## src/rtl/rams_pkg.sv

```systemverilog
// Shared types and helpers for the block-RAM stream reader.
package rams_pkg;
    localparam int ADDR_W_DEF = 6;
    localparam int DATA_W_DEF = 32;

    typedef enum logic [1:0] {IDLE, READ, DRAIN, DONE} state_t;

    // Increment an aw-bit address, wrapping from 2**aw-1 back to 0.
    function automatic logic [15:0] next_addr(input logic [15:0] a, input int aw);
        logic [15:0] mask;
        mask = 16'((32'd1 << aw) - 32'd1);
        return (a + 16'd1) & mask;
    endfunction
endpackage

```

## src/rtl/rams_skid_fifo.sv

```systemverilog
// Two-entry FIFO absorbing the RAM read latency against downstream backpressure.
module rams_skid_fifo #(
    parameter int W = 33
) (
    input  logic         clk,
    input  logic         rst_n,
    input  logic         push,
    input  logic [W-1:0] din,
    input  logic         pop,
    output logic [W-1:0] dout,
    output logic [1:0]   occ
);
    logic [W-1:0] mem [2];
    logic         wp, rp;
    logic         pop_ok;

    // Upstream credit logic guarantees no push while full without a pop.
    assign pop_ok = pop & (occ != 2'd0);
    assign dout   = mem[rp];

    always_ff @(posedge clk or negedge rst_n) begin
        if (!rst_n) begin
            mem[0] <= '0;
            mem[1] <= '0;
            wp     <= 1'b0;
            rp     <= 1'b0;
            occ    <= 2'd0;
        end else begin
            if (push) begin
                mem[wp] <= din;
                wp      <= ~wp;
            end
            if (pop_ok)
                rp <= ~rp;
            occ <= occ + {1'b0, push} - {1'b0, pop_ok};
        end
    end
endmodule

```

## src/rtl/rams_stream_reader.sv

```systemverilog
// Front-end for a single-port block RAM: host word writes plus (base,len) streaming reads.
module rams_stream_reader
    import rams_pkg::*;
#(
    parameter int ADDR_W = ADDR_W_DEF,
    parameter int DATA_W = DATA_W_DEF,
    parameter int LEN_W  = ADDR_W + 1
) (
    input  logic              clk,
    input  logic              rst_n,
    input  logic              wr_en,
    input  logic [ADDR_W-1:0] wr_addr,
    input  logic [DATA_W-1:0] wr_data,
    output logic              wr_ready,
    input  logic              cmd_valid,
    output logic              cmd_ready,
    input  logic [ADDR_W-1:0] cmd_base,
    input  logic [LEN_W-1:0]  cmd_len,
    output logic              out_valid,
    input  logic              out_ready,
    output logic [DATA_W-1:0] out_data,
    output logic              out_last,
    output logic              busy,
    output logic              done,
    output logic              ram_we,
    output logic [ADDR_W-1:0] ram_addr,
    output logic [DATA_W-1:0] ram_din,
    input  logic [DATA_W-1:0] ram_dout
);
    state_t            state, state_nx;
    logic [ADDR_W-1:0] rd_ptr;
    logic [LEN_W-1:0]  remaining;
    logic              inflight, inflight_last;
    logic [1:0]        occ;
    logic [DATA_W:0]   fifo_dout;
    logic              pop, issue, accept, drained, last_issue;

    assign pop       = out_valid & out_ready;
    assign out_valid = (occ != 2'd0);
    assign {out_last, out_data} = fifo_dout;
    assign accept    = cmd_valid & cmd_ready;

    // Issue only if the word will have a FIFO slot once it returns.
    assign issue      = (state == READ) &&
                        (({1'b0, occ} + {2'b0, inflight}) < ({2'b0, pop} + 3'd2));
    assign last_issue = issue && (remaining == LEN_W'(1));
    // Leave DRAIN on the cycle the final beat is handshaken.
    assign drained    = !inflight && ((occ == 2'd0) || (occ == 2'd1 && pop));

    always_comb begin
        state_nx  = state;
        wr_ready  = 1'b0;
        cmd_ready = 1'b0;
        busy      = 1'b1;
        done      = 1'b0;
        ram_we    = 1'b0;
        ram_addr  = '0;
        ram_din   = '0;
        case (state)
            IDLE: begin
                busy      = 1'b0;
                wr_ready  = 1'b1;
                cmd_ready = ~wr_en;
                ram_we    = wr_en;
                ram_addr  = wr_addr;
                ram_din   = wr_data;
                if (cmd_valid && !wr_en)
                    state_nx = (cmd_len == '0) ? DONE : READ;
            end
            READ: begin
                ram_addr = rd_ptr;
                if (last_issue)
                    state_nx = DRAIN;
            end
            DRAIN: if (drained) state_nx = DONE;
            DONE: begin
                done     = 1'b1;
                state_nx = IDLE;
            end
            default: state_nx = IDLE;
        endcase
    end

    always_ff @(posedge clk or negedge rst_n) begin
        if (!rst_n) begin
            state         <= IDLE;
            rd_ptr        <= '0;
            remaining     <= '0;
            inflight      <= 1'b0;
            inflight_last <= 1'b0;
        end else begin
            state         <= state_nx;
            inflight      <= issue;
            inflight_last <= last_issue;
            if (accept) begin
                rd_ptr    <= cmd_base;
                remaining <= cmd_len;
            end else if (issue) begin
                rd_ptr    <= ADDR_W'(next_addr(16'(rd_ptr), ADDR_W));
                remaining <= remaining - LEN_W'(1);
            end
        end
    end

    rams_skid_fifo #(.W(DATA_W + 1)) u_fifo (
        .clk  (clk),
        .rst_n(rst_n),
        .push (inflight),
        .din  ({inflight_last, ram_dout}),
        .pop  (pop),
        .dout (fifo_dout),
        .occ  (occ)
    );
endmodule
```

## config.mk

```make
export PLATFORM = sky130hd
export DESIGN_NAME = rams_stream_reader
export DESIGN_NICKNAME = d
export VERILOG_FILES = /design/src/rtl/rams_pkg.sv /design/src/rtl/rams_skid_fifo.sv /design/src/rtl/rams_stream_reader.sv
export SDC_FILE = /design/constraint.sdc
export NUM_CORES = 1
export LEC_CHECK = 0
export BUFFER_PORTS_ARGS = -buffer_cell sky130_fd_sc_hd__clkbuf_2
export CORE_UTILIZATION = 46
export CTS_BUF_LIST = sky130_fd_sc_hd__clkbuf_4
export DETAILED_ROUTE_END_ITERATION = 8
export PLACE_DENSITY = 0.79
export SYNTH_ARGS = -nofsm -noshare
export SYNTH_HDL_FRONTEND = slang
export SYNTH_SLANG_ARGS = --single-unit
```

## constraint.sdc

```tcl
create_clock -name clk -period 2.3 [get_ports clk]
set_clock_uncertainty 0.15 [all_clocks]
set_input_delay 0.115 -clock clk [delete_from_list [all_inputs] [get_ports clk]]
set_output_delay 0.115 -clock clk [all_outputs]
set_load 0.005 [all_outputs]
```

==> flow_summary_export.csv, run 1 <==
group,metric,value,unit
outcome,status,"complete, no violations",
power_and_ir_drop,power,7490,µW
grt,antenna_found_initial,0,
finish,multiInputGateArea,2060,µm²
power_and_ir_drop,peakVddDrop,0.000590,V
clocking,htree_levels,3,
worst_setup_path,crit_type,"flip-flop to flip-flop",
synthesis,synth_common_cells,"dfrtp_1, mux2_2, and2_1",
detailed_routing,dr.first_iter.drc_count,90,
die,die_h,99.1,µm
synthesis,muxShareOfSynthArea,26.2,%
die,rows,35,
finish,stdcell_area,5980,µm²
worst_setup_path,end_kind,"flip-flop",
grt,grt_pass1_vias,3689,
worst_setup_path,cp_max_fo,2,
job,max_cap_viol_count,0,
synthesis,syn_area,4340,µm²
finish,fillCellCount,707,
die,die_w,99.1,µm
placed_design,io_buffers,164,
clocking,cts_tree,"yes",
synthesis,synth_top_flop_cell,"dfrtp_1",
synthesis,synth_top_family_by_area,"multiplexers",
grt,overflow,0,
detailed_routing,detail-route-antenna-nets,0,
detailed_routing,wl_per_cell,15.3,µm
timing,relSlewSlack,69.7,%
synthesis,synth_xor_area_share,2.83,%
clocking,cts_buffer_depth,2,
clocking,ctsResizeCount,0,
die,initial_core_util,47.2,%
worst_setup_path,start_kind,"flip-flop",
synthesis,synth-async-reset-ratio,100,%
die,pin_count,165,
die,core_area,9200,µm²
grt,grt_pass1_wl,16600,µm
synthesis,synth.net_count,445,
synthesis,synth_fa_ha_area_share,3.17,%
clocking,numClockSinks,87,
timing,fin_crit,2220,ps
detailed_routing,avgViaCountPerCell,5.14,
synthesis,yosysWarnings,0,
timing,clock.fmax,450,MHz
worst_setup_path,timing.rr.end,"state[1]",
clocking,clkTransAtPathRegs,150,ps
placed_design,dpl_cell_area,5340,µm²
timing,maxSlewViolCount,0,
detailed_routing,wirelength,10400,µm
timing,worstMarginPinSlew,455,ps
detailed_routing,first_pass_iters,4,
timing,setup_tns,0,ps
grt,grt_max_degree,55,
power_and_ir_drop,powerDensity,1250,nW/µm²
timing,setup_violations,0,
timing,timing.final.crit_share,96.6,%
finish,seq_area,2180,µm²
synthesis,ys_seq_area_share,50.2,%
finish,insertedDiodeCount,0,
synthesis,synth_top_area_share,50.2,%
finish,areaGrowthSynthToFinish,37.8,%
detailed_routing,drc,0,
synthesis,synth_compound_area_share,4.76,%
grt,track_usage,21.5,%
die,die-area,9830,µm²
worst_setup_path,critPathRequiredTime,2470,ps
placed_design,place_hpwl,7010,µm
detailed_routing,vias,3488,
synthesis,syn_area_per_cell,12.5,µm²
finish,drive_above_1_share,51.1,%
timing,hold_viol_final,0,
synthesis,synthTopCellsByArea,"dfrtp_1, mux2_2, and2_1",
synthesis,netlist_instances,346,
worst_setup_path,cp.arrival,2400,ps
worst_setup_path,reg2reg_depth,6,
clocking,clock_latency,420,ps
worst_setup_path,rr_startpoint,"inflight",
timing,rsz0062_at_grt,"no",
synthesis,yosys.area_share.simple,10.3,%
worst_hold_path,worstHoldPathType,"input pin to asynchronous set/reset pin",
synthesis,ys_ff_latch,87,
placed_design,globalplace.congestion,0.889,
finish,nNetsFinal,662,
synthesis,yosysTopAreaCell,"dfrtp_1",
synthesis,synth_edf_count,0,
clocking,cts-root-buf,"clkbuf_4",
clocking,numCtsBuffers,9,
synthesis,post_synth_num_cell_types,41,
worst_setup_path,r2r_setup_slack,80,ps
power_and_ir_drop,power.leakage,0.00289,µW
[placed cells by master, fill, tap and decap left out, types with 2 or more instances in the layout]
cell type / synthesis / final
nor2_1: 19 / 19
nand2_1: 3 / 3
mux2_2: 87 / 87
a22o_1: 7 / 7
nor4_1: 2 / 2
a21oi_1: 11 / 11
and2_1: 33 / 33
clkbuf_2: 0 / 163
xor2_1: 9 / 9
inv_1: 8 / 8
dlygate4sd3_1: 0 / 48
dfrtp_1: 87 / 87
ha_1: 11 / 11
xnor2_1: 5 / 5
buf_12: 0 / 2
clkbuf_4: 0 / 9
buf_4: 1 / 12
clkinv_4: 0 / 2
nand4_1: 5 / 5
mux2_1: 13 / 13
a31oi_1: 2 / 2
nand3_1: 3 / 3
[how the worst max path moves through the flow]
stage                        startpoint       end  cells after the start
after global placement    u_fifo.occ[0]  state[1]                      6
after CTS                 u_fifo.occ[0]  state[1]                      6
after global routing           inflight  state[1]                      6
final                          inflight  state[1]                      6
after detailed placement  u_fifo.occ[0]  state[1]                      6
after floorplan                inflight  state[1]                      6
[sequential cells by signal, indices dropped and copies added, names as in the netlist]
register	cells
inflight	1
inflight_last	1
rd_ptr	6
remaining	7
state	2
u_fifo.mem	66
u_fifo.occ	2
u_fifo.rp	1
u_fifo.wp	1
[timing repair]
action,CTS,global route
hold buffers,48,0
setup buffers,0,1
endpoints found under the setup margin,0,1
endpoints found under the hold margin,166,0
[routing by layer]
metal / part of all wire [%] / global-route usage, %
met2: 50 / 38.6
met1: 41 / 24.8
met4: 3.3 / 9.73
met3: 5.8 / 4.43
met5: 0 / 0
[kinds of logic (layout without fill, tap and decap cells)]
family	Yosys count	count (layout)
muxes	101	101
DFF	87	87
and+or+nand+nor	77	77
AOI/OAI and AO/OA	28	28
buffers and inverters	28	250
xor gates and xnor gates	14	14
adders and majority gates	11	11
[layout make-up]
type | instances | area share, %
clock buffers | 9 | 1.13
clock inverters | 7 | 1.34
inverters | 9 | 0.565
multi-input cells | 231 | 34.4
flip-flops and latches | 87 | 36.4
well taps | 111 | 2.32
repair buffers | 225 | 23.9
[power breakdown]
group	total [µW]	leakage (µW)	internal, µW	switching, µW
Clock	894	0.0000784	345	549
Combinational	3840	0.00179	2170	1670
Sequential	2760	0.00103	2290	472
Total	7490	0.00289	4800	2690
[worst max-delay path, stage by stage, from the launching register on]
cell	delay [ps]
dfrtp_1	410
ha_1	200
ha_1	320
o21a_2	140
o31a_1	300
a221oi_2	240
mux2_1	350
[per-stage QoR]
step	instances	hold slack (ps)	setup slack [ps]	util, %
floorplan	346	-331	137	-
global placement	614	-65.3	137	58.1
detailed placement	614	-49.2	55.7	58.1
CTS	678	15.5	44.6	64.9
global route	679	33.0	15.8	65.0
finish	679	17.0	78.1	65.0
Power figures use the tool's default switching activity.
==> run 2: changes to the inputs <==
--- a/config.mk
+++ b/config.mk
@@ -5,11 +5,11 @@
 export SDC_FILE = /design/constraint.sdc
 export NUM_CORES = 1
 export LEC_CHECK = 0
+export ABC_AREA = 0
 export BUFFER_PORTS_ARGS = -buffer_cell sky130_fd_sc_hd__clkbuf_2
-export CORE_UTILIZATION = 46
+export CORE_UTILIZATION = 25
 export CTS_BUF_LIST = sky130_fd_sc_hd__clkbuf_4
 export DETAILED_ROUTE_END_ITERATION = 8
-export PLACE_DENSITY = 0.79
 export SYNTH_ARGS = -nofsm -noshare
 export SYNTH_HDL_FRONTEND = slang
 export SYNTH_SLANG_ARGS = --single-unit
==> run 2 against run 1 <==
Global-route usage fell by 9.3 points. Cell area rose by 4.8%. First-iteration DRC count did not move. Via count fell by 1.3%. Register-to-register slack barely moved. Setup slack improved by 7.5 ps. Critical path depth did not move. Routed wire length rose by 2.1%. Die area rose by 82%. Combinational power barely moved. Sequential power rose by 2%. Hold slack improved by 13 ps. Critical path type unchanged. Highest routed layer unchanged.
==> flow_summary_export.csv, run 2 (synthesis gave the netlist of run 1 again) <==
group,metric,value,unit
worst_setup_path,crit_type,"flip-flop to flip-flop",
finish,insertedDiodeCount,0,
finish,seq_area,2180,µm²
detailed_routing,wirelength,10600,µm
timing,holdWs,29.9,ps
placed_design,dp_cells,723,
power_and_ir_drop,power.leakage,0.00298,µW
finish,fillCellCount,1623,
finish,largest-register,"u_fifo.mem",
timing,relSlewSlack,64.2,%
die,die_w,134,µm
worst_hold_path,worstHoldPathType,"input pin to asynchronous set/reset pin",
die,pin_count,165,
timing,clock.fmax,452,MHz
timing,fin_crit,2210,ps
finish,final_common_cell,"clkbuf_2",
finish,final_cells,800,
grt,track_usage,12.2,%
detailed_routing,vias,3443,
detailed_routing,first_pass_iters,4,
clocking,cts-root-buf,"clkbuf_4",
grt,antenna_found_initial,0,
detailed_routing,dr.first_iter.drc_count,90,
clocking,numCtsBuffers,9,
finish,largest_reg_flops,66,
clocking,clock_latency,440,ps
outcome,status,"complete, no violations",
power_and_ir_drop,powerDensity,1220,nW/µm²
clocking,numClockSinks,87,
finish,stdcell_area,6270,µm²
detailed_routing,avgViaCountPerCell,4.30,
job,max_cap_viol_count,0,
grt,grt_pass1_vias,3549,
finish,largestRegisters,"u_fifo.mem: 66 flops, remaining: 7 flops, rd_ptr: 6 flops",
timing,hold_viol_final,0,
detailed_routing,wl_per_cell,13.2,µm
worst_setup_path,cp_max_fo,3,
grt,overflow,0,
placed_design,dpl_cell_area,5480,µm²
timing,worstMarginPinSlew,537,ps
clocking,cts_buffer_depth,2,
finish,drive_above_1_share,51.2,%
finish,fin_util,37.4,%
finish,multiInputGateArea,2070,µm²
worst_setup_path,critPathRequiredTime,2500,ps
timing,timing.final.crit_share,96.3,%
finish,nNetsFinal,674,
die,die-area,17900,µm²
placed_design,globalplace.congestion,0.731,
clocking,clkTransAtPathRegs,130,ps
timing,maxSlewViolCount,0,
clocking,htree_levels,3,
placed_design,io_buffers,164,
timing,setup_violations,0,
detailed_routing,detail-route-antenna-nets,0,
worst_setup_path,cp.arrival,2410,ps
finish,areaGrowthSynthToFinish,44.5,%
power_and_ir_drop,peakVddDrop,0.000723,V
die,rows,47,
die,die_h,134,µm
detailed_routing,drc,0,
finish,final_cell_mix,"clkbuf_2, mux2_2, dfrtp_1",
worst_setup_path,start_kind,"flip-flop",
placed_design,place_hpwl,7500,µm
grt,grt_pass1_wl,17100,µm
grt,grt_max_degree,51,
die,core_area,16800,µm²
die,initial_core_util,25.9,%
worst_setup_path,end_kind,"flip-flop",
clocking,cts_tree,"yes",
## run 2: metal layers
layer	vias up	part of all wire [%]	GRT usage, %
met4	0	1.8	5.37
met3	16	4.1	2.70
met2	87	50	21.4
li1	1667	-	-
met1	1673	44	14.2
met5	-	0	0
## run 2: path summary, 6_finish.rpt
kind,from,to,slack (ps),cells after the start
worst min-delay path,rst_n,u_fifo.mem[27],30,2
max in group asynchronous,rst_n,u_fifo.mem[6],1340,3
worst min register to register,u_fifo.mem[59],u_fifo.mem[59],350,1
worst max register to register,u_fifo.occ[0],state[1],90,6
worst max-delay path,u_fifo.occ[0],state[1],90,6
min in group clk,ram_dout[14],u_fifo.mem[47],280,3
## run 2: metrics by stage
stage	TNS (ps)	total power (µW)	worst slack (ps)
after CTS	0	7680	40.5
after floorplan	0	5120	137
after global placement	0	6400	137
after detailed placement	0	6570	78.9
final	0	7640	85.6
after global routing	-6.79	8280	-6.79
## run 2: power breakdown
| part | switching, µW | internal [µW] | total, µW | leakage [µW] |
|---|---|---|---|---|
| clock network | 522 | 468 | 990 | 0.0000910 |
| logic | 1610 | 2230 | 3840 | 0.00186 |
| registers | 522 | 2290 | 2810 | 0.00102 |
| total | 2650 | 4990 | 7640 | 0.00298 |
## run 2: layout make-up
cell class / instances / share of cell area (%)
tap: 220 / 4.39
clock inverter: 5 / 1.32
inverter: 9 / 0.539
multi-input combinational: 231 / 33.1
sequential: 87 / 34.8
clock buffer: 11 / 1.32
timing repair buffer: 237 / 24.6
## run 2: critical path: stages (launching register included)
cell	delay [ps]
dfrtp_1	430
ha_1	200
ha_1	320
o21a_2	140
o31a_1	300
a221oi_2	230
mux2_1	340
## run 2: repair_timing
item | 4_1_cts | 5_1_grt
setup buffers | 0 | 4
resized for setup | 0 | 4
endpoints found under the setup margin | 0 | 10
endpoints found under the hold margin | 167 | 0
hold buffers | 57 | 0
